File: src/rtl/apb_pkg.sv
// Shared types and constants for the APB master arbiter slice.
package apb_pkg;

    localparam int unsigned ADDRW_DEF = 32;
    localparam int unsigned DATAW_DEF = 32;

    localparam logic APB_READ  = 1'b0;
    localparam logic APB_WRITE = 1'b1;

    typedef enum logic [1:0] {
        ST_IDLE   = 2'd0,
        ST_SETUP  = 2'd1,
        ST_ACCESS = 2'd2,
        ST_DONE   = 2'd3
    } apb_state_e;

endpackage

File: src/rtl/rr_arbiter.sv
// Combinational round-robin picker: first active request at or after ptr, wrapping.
module rr_arbiter #(
    parameter int unsigned NREQ = 4,
    localparam int unsigned IW  = $clog2(NREQ)
) (
    input  logic [NREQ-1:0] req,
    input  logic [IW-1:0]   ptr,
    output logic [NREQ-1:0] grant,
    output logic [IW-1:0]   grant_idx,
    output logic            grant_valid
);

    logic [IW-1:0] idx;

    always_comb begin
        grant       = '0;
        grant_idx   = '0;
        grant_valid = 1'b0;
        idx         = '0;
        for (int unsigned i = 0; i < NREQ; i++) begin
            idx = IW'((32'(ptr) + i) % NREQ);
            if (!grant_valid && req[idx]) begin
                grant_valid = 1'b1;
                grant[idx]  = 1'b1;
                grant_idx   = idx;
            end
        end
    end

endmodule

File: src/rtl/apb_master_arbiter.sv
// Shares one APB3 master port among NREQ requesters with round-robin grant
// and a PREADY timeout that aborts the transfer with an error.
module apb_master_arbiter
    import apb_pkg::*;
#(
    parameter int unsigned ADDRW   = ADDRW_DEF,
    parameter int unsigned DATAW   = DATAW_DEF,
    parameter int unsigned NREQ    = 4,
    parameter int unsigned TIMEOUT = 16
) (
    input  logic                  PCLK,
    input  logic                  PRESET,
    input  logic [NREQ-1:0]       req_valid,
    input  logic [NREQ-1:0]       req_write,
    input  logic [NREQ*ADDRW-1:0] req_addr,
    input  logic [NREQ*DATAW-1:0] req_wdata,
    output logic [NREQ-1:0]       done,
    output logic [DATAW-1:0]      rsp_rdata,
    output logic                  rsp_err,
    output logic [ADDRW-1:0]      PADDR,
    output logic                  PSEL,
    output logic                  PENABLE,
    output logic                  PWRITE,
    output logic [DATAW-1:0]      PWDATA,
    input  logic [DATAW-1:0]      PRDATA,
    input  logic                  PREADY,
    input  logic                  PSLVERR
);

    localparam int unsigned IW = $clog2(NREQ);
    localparam int unsigned CW = $clog2(TIMEOUT);

    apb_state_e      state;
    logic [IW-1:0]   ptr;
    logic [CW-1:0]   cnt;
    logic [NREQ-1:0] gnt;

    logic [NREQ-1:0] win;
    logic [IW-1:0]   win_idx;
    logic            win_valid;

    rr_arbiter #(.NREQ(NREQ)) u_rr_arbiter (
        .req         (req_valid),
        .ptr         (ptr),
        .grant       (win),
        .grant_idx   (win_idx),
        .grant_valid (win_valid)
    );

    // Transfer sequencer; the winner's request is captured on IDLE exit and held to the end.
    always_ff @(posedge PCLK or posedge PRESET) begin
        if (PRESET) begin
            state     <= ST_IDLE;
            ptr       <= '0;
            cnt       <= '0;
            gnt       <= '0;
            done      <= '0;
            rsp_rdata <= '0;
            rsp_err   <= 1'b0;
            PADDR     <= '0;
            PSEL      <= 1'b0;
            PENABLE   <= 1'b0;
            PWRITE    <= 1'b0;
            PWDATA    <= '0;
        end else begin
            case (state)
                ST_IDLE: begin
                    if (win_valid) begin
                        gnt    <= win;
                        PADDR  <= req_addr[win_idx*ADDRW +: ADDRW];
                        PWRITE <= req_write[win_idx];
                        PWDATA <= req_wdata[win_idx*DATAW +: DATAW];
                        PSEL   <= 1'b1;
                        ptr    <= (win_idx == IW'(NREQ-1)) ? '0 : win_idx + IW'(1);
                        state  <= ST_SETUP;
                    end
                end
                ST_SETUP: begin
                    PENABLE <= 1'b1;
                    cnt     <= '0;
                    state   <= ST_ACCESS;
                end
                ST_ACCESS: begin
                    // A late PREADY on the last allowed cycle still counts as a normal completion.
                    if (PREADY || (cnt == CW'(TIMEOUT-1))) begin
                        PSEL    <= 1'b0;
                        PENABLE <= 1'b0;
                        done    <= gnt;
                        rsp_err <= PREADY ? PSLVERR : 1'b1;
                        if (PREADY && (PWRITE == APB_READ))
                            rsp_rdata <= PRDATA;
                        state   <= ST_DONE;
                    end else begin
                        cnt <= cnt + CW'(1);
                    end
                end
                ST_DONE: begin
                    done  <= '0;
                    state <= ST_IDLE;
                end
                default: state <= ST_IDLE;
            endcase
        end
    end

endmodule

File: config.mk
export PLATFORM = sky130hd
export DESIGN_NAME = apb_master_arbiter
export DESIGN_NICKNAME = d
export VERILOG_FILES = /design/src/rtl/apb_pkg.sv /design/src/rtl/rr_arbiter.sv /design/src/rtl/apb_master_arbiter.sv
export SDC_FILE = /design/constraint.sdc
export NUM_CORES = 1
export LEC_CHECK = 0
export ABC_AREA = 1
export BUFFER_PORTS_ARGS = -buffer_cell sky130_fd_sc_hd__buf_2
export CORE_AREA = 2 2 157 159
export DETAILED_ROUTE_END_ITERATION = 10
export DIE_AREA = 0 0 159 161
export SLEW_MARGIN = 30
export SYNTH_ARGS = -nofsm -noshare
export SYNTH_HDL_FRONTEND = slang
export SYNTH_SLANG_ARGS = --single-unit
File: constraint.sdc
create_clock -name PCLK -period 4.95 [get_ports PCLK]
set_input_delay 0.99 -clock PCLK [delete_from_list [all_inputs] [get_ports PCLK]]
set_output_delay 0.99 -clock PCLK [all_outputs]
set_load 0.01 [all_outputs]
==> results of run 1 <==
[synthesized netlist by cell type (2+ instances only)]
master | number | area [sq um]
inv_1 | 292 | 1100
ha_1 | 10 | 125
a21oi_1 | 4 | 20.0
o21ai_1 | 4 | 20.0
o21ai_2 | 2 | 17.5
buf_1 | 11 | 41.3
buf_2 | 35 | 175
buf_4 | 6 | 45.0
mux2_2 | 32 | 360
nand4_1 | 130 | 813
o22ai_1 | 2 | 12.5
clkbuf_1 | 34 | 128
o21ai_0 | 17 | 85.1
buf_6 | 3 | 33.8
nor2_1 | 11 | 41.3
a22oi_1 | 4 | 30.0
nand3_1 | 146 | 731
nor2_4 | 2 | 22.5
dfrtp_1 | 116 | 2900
nand2_1 | 433 | 1630
inv_2 | 2 | 7.51
[cells by family after synthesis]
| logic type | count (synthesis) |
|---|---|
| compound gates | 37 |
| xor+xnor | 1 |
| fa+ha+maj | 10 |
| buf+inv | 383 |
| flops | 116 |
| mux | 32 |
| simple gates | 728 |
[per-layer routing]
| metal | track usage, % | wire length [microns] | up-vias |
|---|---|---|---|
| met5 | 0 | 17 | - |
| met4 | 9.05 | 1060 | 4 |
| met3 | 5.44 | 2150 | 56 |
| met2 | 41.0 | 15100 | 416 |
| met1 | 30.4 | 13100 | 4335 |
| li1 | - | - | 4759 |
[sequential cells by signal, indices dropped and copies added, names as in the netlist]
signal,flops
done,4
PENABLE,1
PSEL,1
rsp_err,1
state,2
cnt,4
PADDR,32
gnt,4
ptr,2
PWRITE,1
rsp_rdata,32
PWDATA,32
[final timing paths]
path                            depth (start not counted)  slack (ns)             startpoint                         to
worst max-delay path                                   14        1.30     ptr[0]$_DFFE_PP0P_      PWDATA[5]$_DFFE_PP0P_
worst min-delay path                                    2        0.47  PWDATA[0]$_DFFE_PP0P_      PWDATA[0]$_DFFE_PP0P_
worst max register to register                         14        1.30     ptr[0]$_DFFE_PP0P_      PWDATA[5]$_DFFE_PP0P_
worst min register to register                          2        0.47  PWDATA[0]$_DFFE_PP0P_      PWDATA[0]$_DFFE_PP0P_
max in group asynchronous                               3        3.22                 PRESET      PADDR[29]$_DFFE_PP0P_
min in group asynchronous                               2        0.76                 PRESET  rsp_rdata[10]$_DFFE_PP0P_
[power groups by stage]
stage	Combinational (mW)	Sequential (mW)	Clock, mW
6_report	6.11	1.71	1.22
5_1_grt	6.94	1.76	1.31
4_1_cts	6.19	1.71	1.25
3_5_place_dp	6.19	1.72	0
3_3_place_gp	6.13	1.71	0
2_1_floorplan	4.28	1.88	0
[worst reg2reg max path, stage by stage (launching register included)]
cell     delay (ns)
dfrtp_1        0.56
inv_2          0.18
ha_1           0.43
inv_1          0.10
nand2_1        0.07
nand2_1        0.09
nor2_4         0.18
nand3_4        0.48
nand3_4        0.81
buf_12         0.30
nand2_1        0.10
nand3_1        0.08
nand2_1        0.07
nand2_1        0.05
nand2_1        0.06
[through the flow]
| stage | std cells | utilization, % | setup WS [ns] |
|---|---|---|---|
| 6_report | 1994 | 46.7 | 1.30 |
| 5_1_grt | 1994 | 46.7 | 0.885 |
| 4_1_cts | 1991 | 46.6 | 1.25 |
| 3_5_place_dp | 1959 | 44.2 | 1.12 |
| 3_3_place_gp | 1959 | 44.2 | 1.15 |
| 2_1_floorplan | 1307 | - | 0.888 |
[final cells by class]
type                    instances  area share, %
flip-flops and latches        116           26.0
clock inverters                15           1.39
clock buffers                  17           3.80
multi-input cells             808           36.1
repair buffers                417           19.2
well taps                     324           3.62
diodes                          3         0.0671
inverters                     294           9.89
==> impl_results.md, run 1 <==
* Switching power at 4.87 mW
* Fmax at 0.274 GHz
* Final Wtd Congestion at between 0.9 and 1
* Pleak at 7.03 nW
* Hold-fix buffers, CTS at 0
* Async S/R FF share, synth at 100%
* Run status: finished clean
* Total Wirelength at 31400 microns
* Min-delay worst type: register to register
* Antenna violations before repair at 6
* Die outline height at 161 microns
* Slew margin rel. at 35.6%
* Critical Setup Path Class: register to register
* Worst Path Arrival at 3.95 ns
* Crit path max-delay family: simple AND/OR/NAND/NOR gates
* Crit path top cell by count: nand2_1
* Switching part of the total at around 54%
* Critical Path End Type: register
* Largest stage delay, worst path at 0.79 ns
* Final ANT Viol Nets at 0
* Cell Area, Placed at 10600 sq um
* Final setup fails at 0
* Hold Violations, Final at 0
* Post-Syn Area at 8420 sq um
* Initial DRC count at 827
* Max-Cap Viols at 0
* Slew Viols, Final at 0
* Share of layout cells above drive strength 1 at 29.8%
* XOR/XNOR Fraction of Synth Area at 0.104%
* Main flop type after synthesis: dfrtp_1
* Drc violations at 0
* Worst-Margin Slew at 0.962 ns
* Post-CTS Resized at 0
* Via/cell ratio at between 4 and 5
* Fillers at 2541
* Commonest non-fill, non-tap cells in the layout: 429 x nand2_1, 403 x buf_2, 290 x inv_1, 146 x nand3_1, 130 x nand4_1
* Main combinational cell family by area after synthesis: simple AND/OR/NAND/NOR gates
* Critical path cell sequence: inv_2 > ha_1 > inv_1 > nand2_1 > nand2_1 > nor2_4 > nand3_4 > nand3_4 > buf_12 > nand2_1 > nand3_1 > nand2_1 > nand2_1 > nand2_1
* Synth Instances at between 1000 and 1500
* Unrepaired setup endpoints after global routing: no
* Ys Warns at 0
* Fin Setup TNS at 0 ns
* CTS Buffer Depth at 2
* Largest net degree at the start of global routing at 85
* Mapped Nets at 1617
* I/O pins at 404
* Via count at 9570
* CTS Sinks at 116
* Internal at 4.17 mW
* Period minus WS final at approximately 3.7 ns
* Vias in the first global route at 9123
* Synth Area in Compound Gates at 2.55%
* CP Data Required Time at 5.25 ns
* CTS tree: done
* Routed wire per std cell at 15.8 microns
* Drt pass-1 iters at 5
* Clock share of power at 13.5%
* Chip Width at 159 microns
* Clk_lat worst skew at 0.41 ns
* CP bufs+invs at 3
* Design area at 11200 sq um
* Unique masters post-synth at 32
* Reg power frac at 18.9%
* Clock transition at path regs at 0.07 ns
* Root Buffer Master: clkbuf_16
* Register area at 2900 sq um
* Pwr dens at 809 nW/um^2
* Power, Total at 9.04 mW
* CTS Buf Count at 17
* Avg Cell Area, Syn at 6.45 sq um
* Site Rows at 57
* Nets at between 1500 and 2000
* Seq/Total Area, Yosys at 34.5%
* Post-synth EDFFs at 0
* Die area at 25600 sq um
* GRT Total Usage at between 20% and 30%
* Buffers on Ports at just over 400
* Maximum VDD drop at roughly 0.34 mV
* FF+latch count, synth at approximately 120
* Final Skew at around 0.012 ns
* Core ar. at 24000 sq um
* Period utilisation layout at 73.8%
* DP HPWL at about 23000 microns
* Critical path's slowest cell: nand3_4
* Maximum fanout along the worst path at 57
* Synth Area in Simple Gates at 39.0%
* Synth Area in Adders at ~1.5%
* Overflow after GRT at 0
* First-pass GRT wire length at 49200 microns
* Hold WS at 0.471 ns
* Commonest non-fill, non-tap cell in the layout: nand2_1
* Critical Path Source Type: register
* Multi-input gate area at just over 4000 sq um
* Combinational power share at 67.6%
* Area Growth Syn to Fin at 32.8%
* Post-CTS Setup Bufs at 0
* Mux share of post-synthesis cell area at under 10%
* Starting density of the core at a little over a third
* Htree depth at 4
Power figures use the tool's default switching activity.
==> run 2, diff against run 1 <==
--- a/config.mk
+++ b/config.mk
@@ -5,7 +5,7 @@
 export SDC_FILE = /design/constraint.sdc
 export NUM_CORES = 1
 export LEC_CHECK = 0
-export ABC_AREA = 1
+export ABC_AREA = 0
 export BUFFER_PORTS_ARGS = -buffer_cell sky130_fd_sc_hd__buf_2
 export CORE_AREA = 2 2 157 159
 export DETAILED_ROUTE_END_ITERATION = 10
==> constraint.sdc (replaced) <==
create_clock -name PCLK -period 3.3 [get_ports PCLK]
set_input_delay 0.66 -clock PCLK [delete_from_list [all_inputs] [get_ports PCLK]]
set_output_delay 0.66 -clock PCLK [all_outputs]
set_load 0.01 [all_outputs]
==> impl_results.md, run 2 <==
* Run status: finished clean
* Starting density of the core at 27.7% (-7.4 points)
* Area Growth Syn to Fin at 46.0%
* Share of layout cells above drive strength 1 at 49.7% (+20 points)
* Maximum VDD drop at 0.559 mV (+62%)
* Largest net degree at the start of global routing at 71 (-16%)
* Period minus WS final at 3.05 ns (-0.609 ns)
* Seq/Total Area, Yosys at 43.7% (+9.2 points)
* Site Rows at 57 (unchanged)
* Htree depth at 4 (unchanged)
* Vias in the first global route at 7066 (-23%)
* Unique masters post-synth at 45 (+41%)
* Clk_lat worst skew at 0.42 ns (about the same)
* Commonest non-fill, non-tap cells in the layout: 403 x buf_2, 132 x a31oi_1, 116 x dfrtp_1, 76 x nor2_1, 65 x and4_1
* Max-Cap Viols at 0 (unchanged)
* Clock transition at path regs at 0.06 ns (about the same)
* Final Wtd Congestion at 0.899 (-4.9%)
* Initial DRC count at 617 (-25%)
* Ys Warns at 0 (unchanged)
* Period utilisation layout at 92.3% (+18 points)
* Drc violations at 0 (unchanged)
* Critical Path Source Type: register
* Nets at 1351 (-31%)
* Die outline height at 161 microns (unchanged)
* Via/cell ratio at 5.20 (+8.4%)
* Power, Total at 11.1 mW (+22%)
* CTS tree: done
* Share of the synthesized area in the top cell type at 43.7% (+9.2 points)
* Design area at 9710 sq um (-13%)
* Avg Cell Area, Syn at 10.1 sq um (+56%)
* FF+latch count, synth at 116 (unchanged)
* Unrepaired setup endpoints after global routing: no
* Slew margin rel. at 53.6% (+18 points)
* Hold WS at 0.154 ns (-0.317 ns)
* Commonest non-fill, non-tap cell in the layout: buf_2
* Fillers at 2461 (-3.1%)
* Total Wirelength at 27100 microns (-14%)
* Critical R2R Launch: ptr[0]$_DFFE_PP0P_
* CTS Buffer Depth at 2 (unchanged)
* Post-synth EDFFs at 0 (unchanged)
* Via count at 7186 (-25%)
* Register-to-Register Path Depth at 9 (-5)
* Die area at 25600 sq um (unchanged)
* R2R Path End: PADDR[28]$_DFFE_PP0P_
* Biggest regs: PADDR (32), PWDATA (32), rsp_rdata (32)
* Main flop type after synthesis: dfrtp_1
* Hold Violations, Final at 0 (unchanged)
* Post-Syn Area at 6650 sq um (-21%)
* Critical Path End Type: register
* Buffers on Ports at 403 (unchanged)
* I/O pins at 404 (unchanged)
* CP Data Required Time at 3.56 ns (-1.69 ns)
* Slew Viols, Final at 0 (unchanged)
* Final Skew at 0.0153 ns (+0.00340 ns)
* Maximum fanout along the worst path at 34 (-40%)
* Routed wire per std cell at 19.6 microns (+24%)
* Post-CTS Resized at 0 (unchanged)
* DP HPWL at 20200 microns (-12%)
* Critical Setup Path Class: register to register
* Drt pass-1 iters at 5 (unchanged)
* Register area at 2900 sq um (unchanged)
* Most frequent cell after synthesis: a31oi_1
* Post-CTS Setup Bufs at 0 (unchanged)
* CTS Sinks at 116 (unchanged)
* Fmax at 0.328 GHz (+20%)
* Hold-fix buffers, CTS at 0 (unchanged)
* Cell Area, Placed at 9010 sq um (-15%)
* Post-synth top area cell: dfrtp_1
* GRT Total Usage at 20.6% (-3.7 points)
* Core ar. at 24000 sq um (unchanged)
* Commonest cells in the netlist: 132 x a31oi_1, 116 x dfrtp_1, 76 x nor2_1, 65 x and4_1, 61 x a22oi_1
* Synth Instances at 661 (-49%)
* First-pass GRT wire length at 40500 microns (-18%)
* Antenna violations before repair at 5 (-1)
* Overflow after GRT at 0 (unchanged)
* CTS Buf Count at 17 (unchanged)
* Root Buffer Master: clkbuf_16
* Chip Width at 159 microns (unchanged)
* Final ANT Viol Nets at 0 (unchanged)
* Pwr dens at 1140 nW/um^2 (+41%)
* R2R Setup Slk at 0.25 ns (-1.04 ns)
* Worst-Margin Slew at 0.696 ns (-0.267 ns)
* Final setup fails at 0 (unchanged)
* Pleak at 4.53 nW (-36%)
* CP startpoint: ptr[0]$_DFFE_PP0P_
* Multi-input gate area at 3350 sq um (-17%)
* Fin Setup TNS at 0 ns (unchanged)
* Worst Path Arrival at 3.30 ns (-0.65 ns)
* Synth top area cells: dfrtp_1 44%, a31oi_1 12%, and4_1 8.6%
* Min-delay worst type: input port to async pin
* Mapped Nets at 971 (-40%)
* Async S/R FF share, synth at 100% (unchanged)
* Crit path capture: PADDR[28]$_DFFE_PP0P_
==> run 2: cell types whose count changed after synthesis, sizes merged, moves of 17 or more <==
cell / delta
nand4: -129
a31oi: +131
and4: +65
buf: -17
nand3: -147
nand2: -420
inv: -283
nor2: +62
a22oi: +66
==> run 2: critical path, cell delays in order (launching register included) <==
cell	delay, ns
dfrtp_1	0.34
inv_1	0.09
ha_1	0.32
mux4_2	0.60
nor2b_4	0.23
or2_1	0.21
mux2_4	0.48
buf_4	0.27
a22oi_2	0.19
a31oi_1	0.10
==> run 2: cell type report <==
cell class / count / share of cell area, %
multi-input cells: 462 / 34.5
flip-flops and latches: 116 / 29.9
repair buffers: 433 / 23.7
clock buffers: 18 / 4.52
well taps: 324 / 4.18
clock inverters: 14 / 2.57
inverters: 11 / 0.464
diodes: 3 / 0.0773
==> run 2: logic make-up (layout without fill, tap and decap cells) <==
kind of cell / Yosys count / in the layout / synth area share (%)
xor+xnor: 3 / 3 / 0.395
flops: 116 / 116 / 43.7
other cells: 0 / 3 / 0
simple gates: 168 / 168 / 15.0
compound gates: 242 / 242 / 25.3
mux: 39 / 39 / 7.34
fa+ha+maj: 10 / 10 / 1.88
buf+inv: 83 / 476 / 6.34
==> run 2: how the worst min path moves through the flow <==
stage | end | slack, ns | cells after the start
final | rsp_rdata[20]$_DFFE_PP0P_ | 0.15 | 2
after global routing | rsp_rdata[23]$_DFFE_PP0P_ | 0.15 | 2
after CTS | rsp_rdata[24]$_DFFE_PP0P_ | 0.14 | 2
after detailed placement | PENABLE$_DFFE_PP0P_ | 0.47 | 2
after global placement | PENABLE$_DFFE_PP0P_ | 0.46 | 2
after floorplan | cnt[3]$_DFFE_PP0P_ | 0.47 | 1
==> run 2: per-layer routing <==
metal	vias up	track usage, %	share of wire (%)
met2	396	35.7	49
met3	36	6.09	7.8
met1	3387	24.6	41
met5	-	0	0.048
met4	2	6.40	2.2
li1	3365	-	-
==> run 2: stage by stage <==
stage	worst slack, ns	instances	utilization [%]
2_1_floorplan	0.255	661	-
3_3_place_gp	0.328	1346	37.6
6_report	0.254	1381	40.5
5_1_grt	0.0891	1381	40.5
4_1_cts	0.273	1378	40.5
3_5_place_dp	0.260	1346	37.6
==> run 2: where the power goes <==
part / internal (mW) / switching, mW / leakage (nW) / total, mW
Combinational: 2.55 / 3.76 / 2.85 / 6.31
Sequential: 2.16 / 0.387 / 1.35 / 2.55
Clock: 1.45 / 0.757 / 0.332 / 2.21
Total: 6.16 / 4.90 / 4.53 / 11.1
==> run 3, diff against run 2 <==
--- a/config.mk
+++ b/config.mk
@@ -6,11 +6,13 @@
 export NUM_CORES = 1
 export LEC_CHECK = 0
 export ABC_AREA = 0
+export ABC_CLOCK_PERIOD_IN_PS = 3300
 export BUFFER_PORTS_ARGS = -buffer_cell sky130_fd_sc_hd__buf_2
-export CORE_AREA = 2 2 157 159
+export CORE_AREA = 2 2 158 160
 export DETAILED_ROUTE_END_ITERATION = 10
-export DIE_AREA = 0 0 159 161
+export DIE_AREA = 0 0 160 162
 export SLEW_MARGIN = 30
 export SYNTH_ARGS = -nofsm -noshare
 export SYNTH_HDL_FRONTEND = slang
+export SYNTH_HIERARCHICAL = 1
 export SYNTH_SLANG_ARGS = --single-unit
==> impl_results.md, run 3 <==
* Core ar. at 24100 sq um (+0.60%)
* CTS tree: done
* Critical Path End Type: register
* Worst Path Arrival at 3.37 ns (+0.07 ns)
* R2R Setup Slk at 0.21 ns (-0.04 ns)
* Post-Place Cells at 1141 (-15%)
* Synth top area cells: dfrtp_1 44%, mux4_2 23%, mux2_2 12%
* Commonest non-fill, non-tap cells in the layout: 403 x buf_2, 116 x dfrtp_1, 73 x mux2_2, 67 x mux4_2, 30 x mux2_4
* Die area at 25900 sq um (+1.3%)
* Final setup fails at 0 (unchanged)
* Initial DRC count at 232 (-62%)
* Critical Setup Path Class: register to register
* Met3 WL post-DR at 2040 microns (-4.0%)
* CP Data Required Time at 3.58 ns (+0.02 ns)
* Share of the synthesized area in the top cell type at 43.6% (-0.066 points)
* Hold Path Stages at 2
* Unique masters post-synth at 39 (-13%)
* Critical Path Source Type: register
* Routed wire per std cell at 18.7 microns (-4.8%)
* Run status: finished clean
* Overflow after GRT at 0 (unchanged)
* Chip Width at 160 microns (+0.63%)
* Vias in the first global route at 5793 (-18%)
* Drt pass-1 iters at 4 (-1)
* Buffers on Ports at 403 (unchanged)
* Top routing layer used: met5
* Drc violations at 0 (unchanged)
* Clock transition at path regs at 0.05 ns (about the same)
* Area Growth Syn to Fin at 47.8%
* Pwr dens at 1150 nW/um^2 (+0.88%)
* DP HPWL at 17600 microns (-13%)
* FF+latch count, synth at 116 (unchanged)
* Pleak at 4.79 nW (+5.7%)
* Final Skew at 0.0101 ns (-0.00523 ns)
* Period minus WS final at 3.09 ns (+0.0403 ns)
* Post-Syn Area at 6660 sq um (+0.15%)
* CTS Buffer Depth at 2 (unchanged)
* Maximum fanout along the worst path at 27 (-21%)
* Async S/R FF share, synth at 100% (unchanged)
* Post-synth top area cell: dfrtp_1
* Final Wtd Congestion at 0.850 (-5.5%)
* Via/cell ratio at 4.71 (-9.5%)
* Maximum VDD drop at 0.643 mV (+15%)
* I/O pins at 404 (unchanged)
* Register area at 2900 sq um (unchanged)
* Largest net degree at the start of global routing at 60 (-15%)
* Synth Instances at 414 (-37%)
* Fillers at 2348 (-4.6%)
* Worst-Margin Slew at 0.887 ns (+0.191 ns)
* Clk_lat worst skew at 0.41 ns (about the same)
* Die outline height at 162 microns (+0.62%)
* Layout Cells excl Fill at 1175 (-15%)
* First-pass GRT wire length at 32900 microns (-19%)
* Commonest non-fill, non-tap cell in the layout: buf_2
* Share of layout cells above drive strength 1 at 75.8% (+26 points)
* Main flop type after synthesis: dfrtp_1
* Max-Cap Viols at 0 (unchanged)
* Post-synth EDFFs at 0 (unchanged)
* Via count at 5531 (-23%)
* Ys Warns at 6 (+6)
* Period utilisation layout at 93.5% (+1.2 points)
* Seq/Total Area, Yosys at 43.6% (-0.066 points)
* Most frequent cell after synthesis: dfrtp_1
* Root Buffer Master: clkbuf_16
* Final ANT Viol Nets at 0 (unchanged)
* Min-delay worst type: input port to register
* Register-to-Register Path Depth at 9 (unchanged)
* Htree depth at 4 (unchanged)
* Post-CTS Setup Bufs at 0 (unchanged)
* Site Rows at 57 (unchanged)
* CTS Buf Count at 17 (unchanged)
* Commonest cells in the netlist: 116 x dfrtp_1, 73 x mux2_2, 67 x mux4_2, 30 x mux2_4, 12 x ha_1
* Nets at 1148 (-15%)
* Multi-input gate area at 3510 sq um (+4.7%)
* Power, Total at 11.3 mW (+2.3%)
* WL met2 at 11000 microns (-17%)
* Avg Cell Area, Syn at 16.1 sq um (+60%)
* Hold-fix buffers, CTS at 0 (unchanged)
* Unrepaired setup endpoints after global routing: no
* Slew Viols, Final at 0 (unchanged)
* Hold Violations, Final at 0 (unchanged)
* CTS Sinks at 116 (unchanged)
* Mapped Nets at 726 (-25%)
* GRT Total Usage at 16.6% (-3.9 points)
* Total Wirelength at 21900 microns (-19%)
* Met1 wire length at 8680 microns (-21%)
* Starting density of the core at 27.6% (-0.12 points)
* Fmax at 0.324 GHz (-1.3%)
* Biggest regs: PADDR (32), PWDATA (32), rsp_rdata (32)
* Fin Setup TNS at 0 ns (unchanged)
* Antenna violations before repair at 6 (+1)
* Slew margin rel. at 40.6% (-13 points)
* Post-CTS Resized at 0 (unchanged)
==> run 3: worst paths after layout <==
check,from,to
hold / removal,PRDATA[5],rsp_rdata[5]$_DFFE_PP0P_
min in group asynchronous,PRESET,rsp_rdata[3]$_DFFE_PP0P_
max in group asynchronous,PRESET,PWDATA[10]$_DFFE_PP0P_
hold reg to reg,PADDR[14]$_DFFE_PP0P_,PADDR[14]$_DFFE_PP0P_
setup reg to reg,ptr[1]$_DFFE_PP0P_,PADDR[15]$_DFFE_PP0P_
setup / recovery,ptr[1]$_DFFE_PP0P_,PADDR[15]$_DFFE_PP0P_
==> run 3: per-layer routing <==
layer	track usage (%)	vias up
li1	-	2484
met1	20.2	2761
met2	28.2	266
met3	6.05	16
met4	4.10	4
met5	0	-
==> run 3: metrics by stage <==
step	hold slack, ns	area [sq um]	util [%]	setup slack (ns)
2_1_floorplan	0.478	6660	-	0.183
3_3_place_gp	0.483	9180	38.1	0.0991
3_5_place_dp	0.488	9180	38.1	0.0627
4_1_cts	0.460	9830	40.8	0.222
5_1_grt	0.466	9840	40.8	0.0995
6_report	0.486	9840	40.8	0.214
==> run 3: cell type report <==
| cell class | count | area share, % |
|---|---|---|
| antenna | 3 | 0.0763 |
| inverter | 11 | 0.483 |
| timing repair buffer | 433 | 23.6 |
| multi-input combinational | 257 | 35.7 |
| clock buffer | 17 | 4.32 |
| tap | 324 | 4.12 |
| clock inverter | 14 | 2.29 |
| sequential | 116 | 29.5 |
==> run 3: logic make-up after synthesis <==
logic type,Yosys count,share of synthesized area (%)
compound gates,36,3.76
fa+ha+maj,12,2.26
buf+inv,41,4.17
flops,116,43.6
mux,176,43.2
simple gates,33,3.03
==> run 3: critical path, cell delays in order, from the launching register on <==
cell     delay (ns)
dfrtp_1        0.44
inv_1          0.08
ha_1           0.36
mux4_2         0.33
buf_4          0.19
nor3_1         0.33
a32o_4         0.39
buf_12         0.22
mux4_2         0.34
mux2_2         0.27
==> run 3: power breakdown <==
group | internal [mW] | total, mW | switching [mW]
combinational | 3.83 | 6.73 | 2.90
clock | 1.35 | 2.05 | 0.698
sequential | 2.17 | 2.55 | 0.377
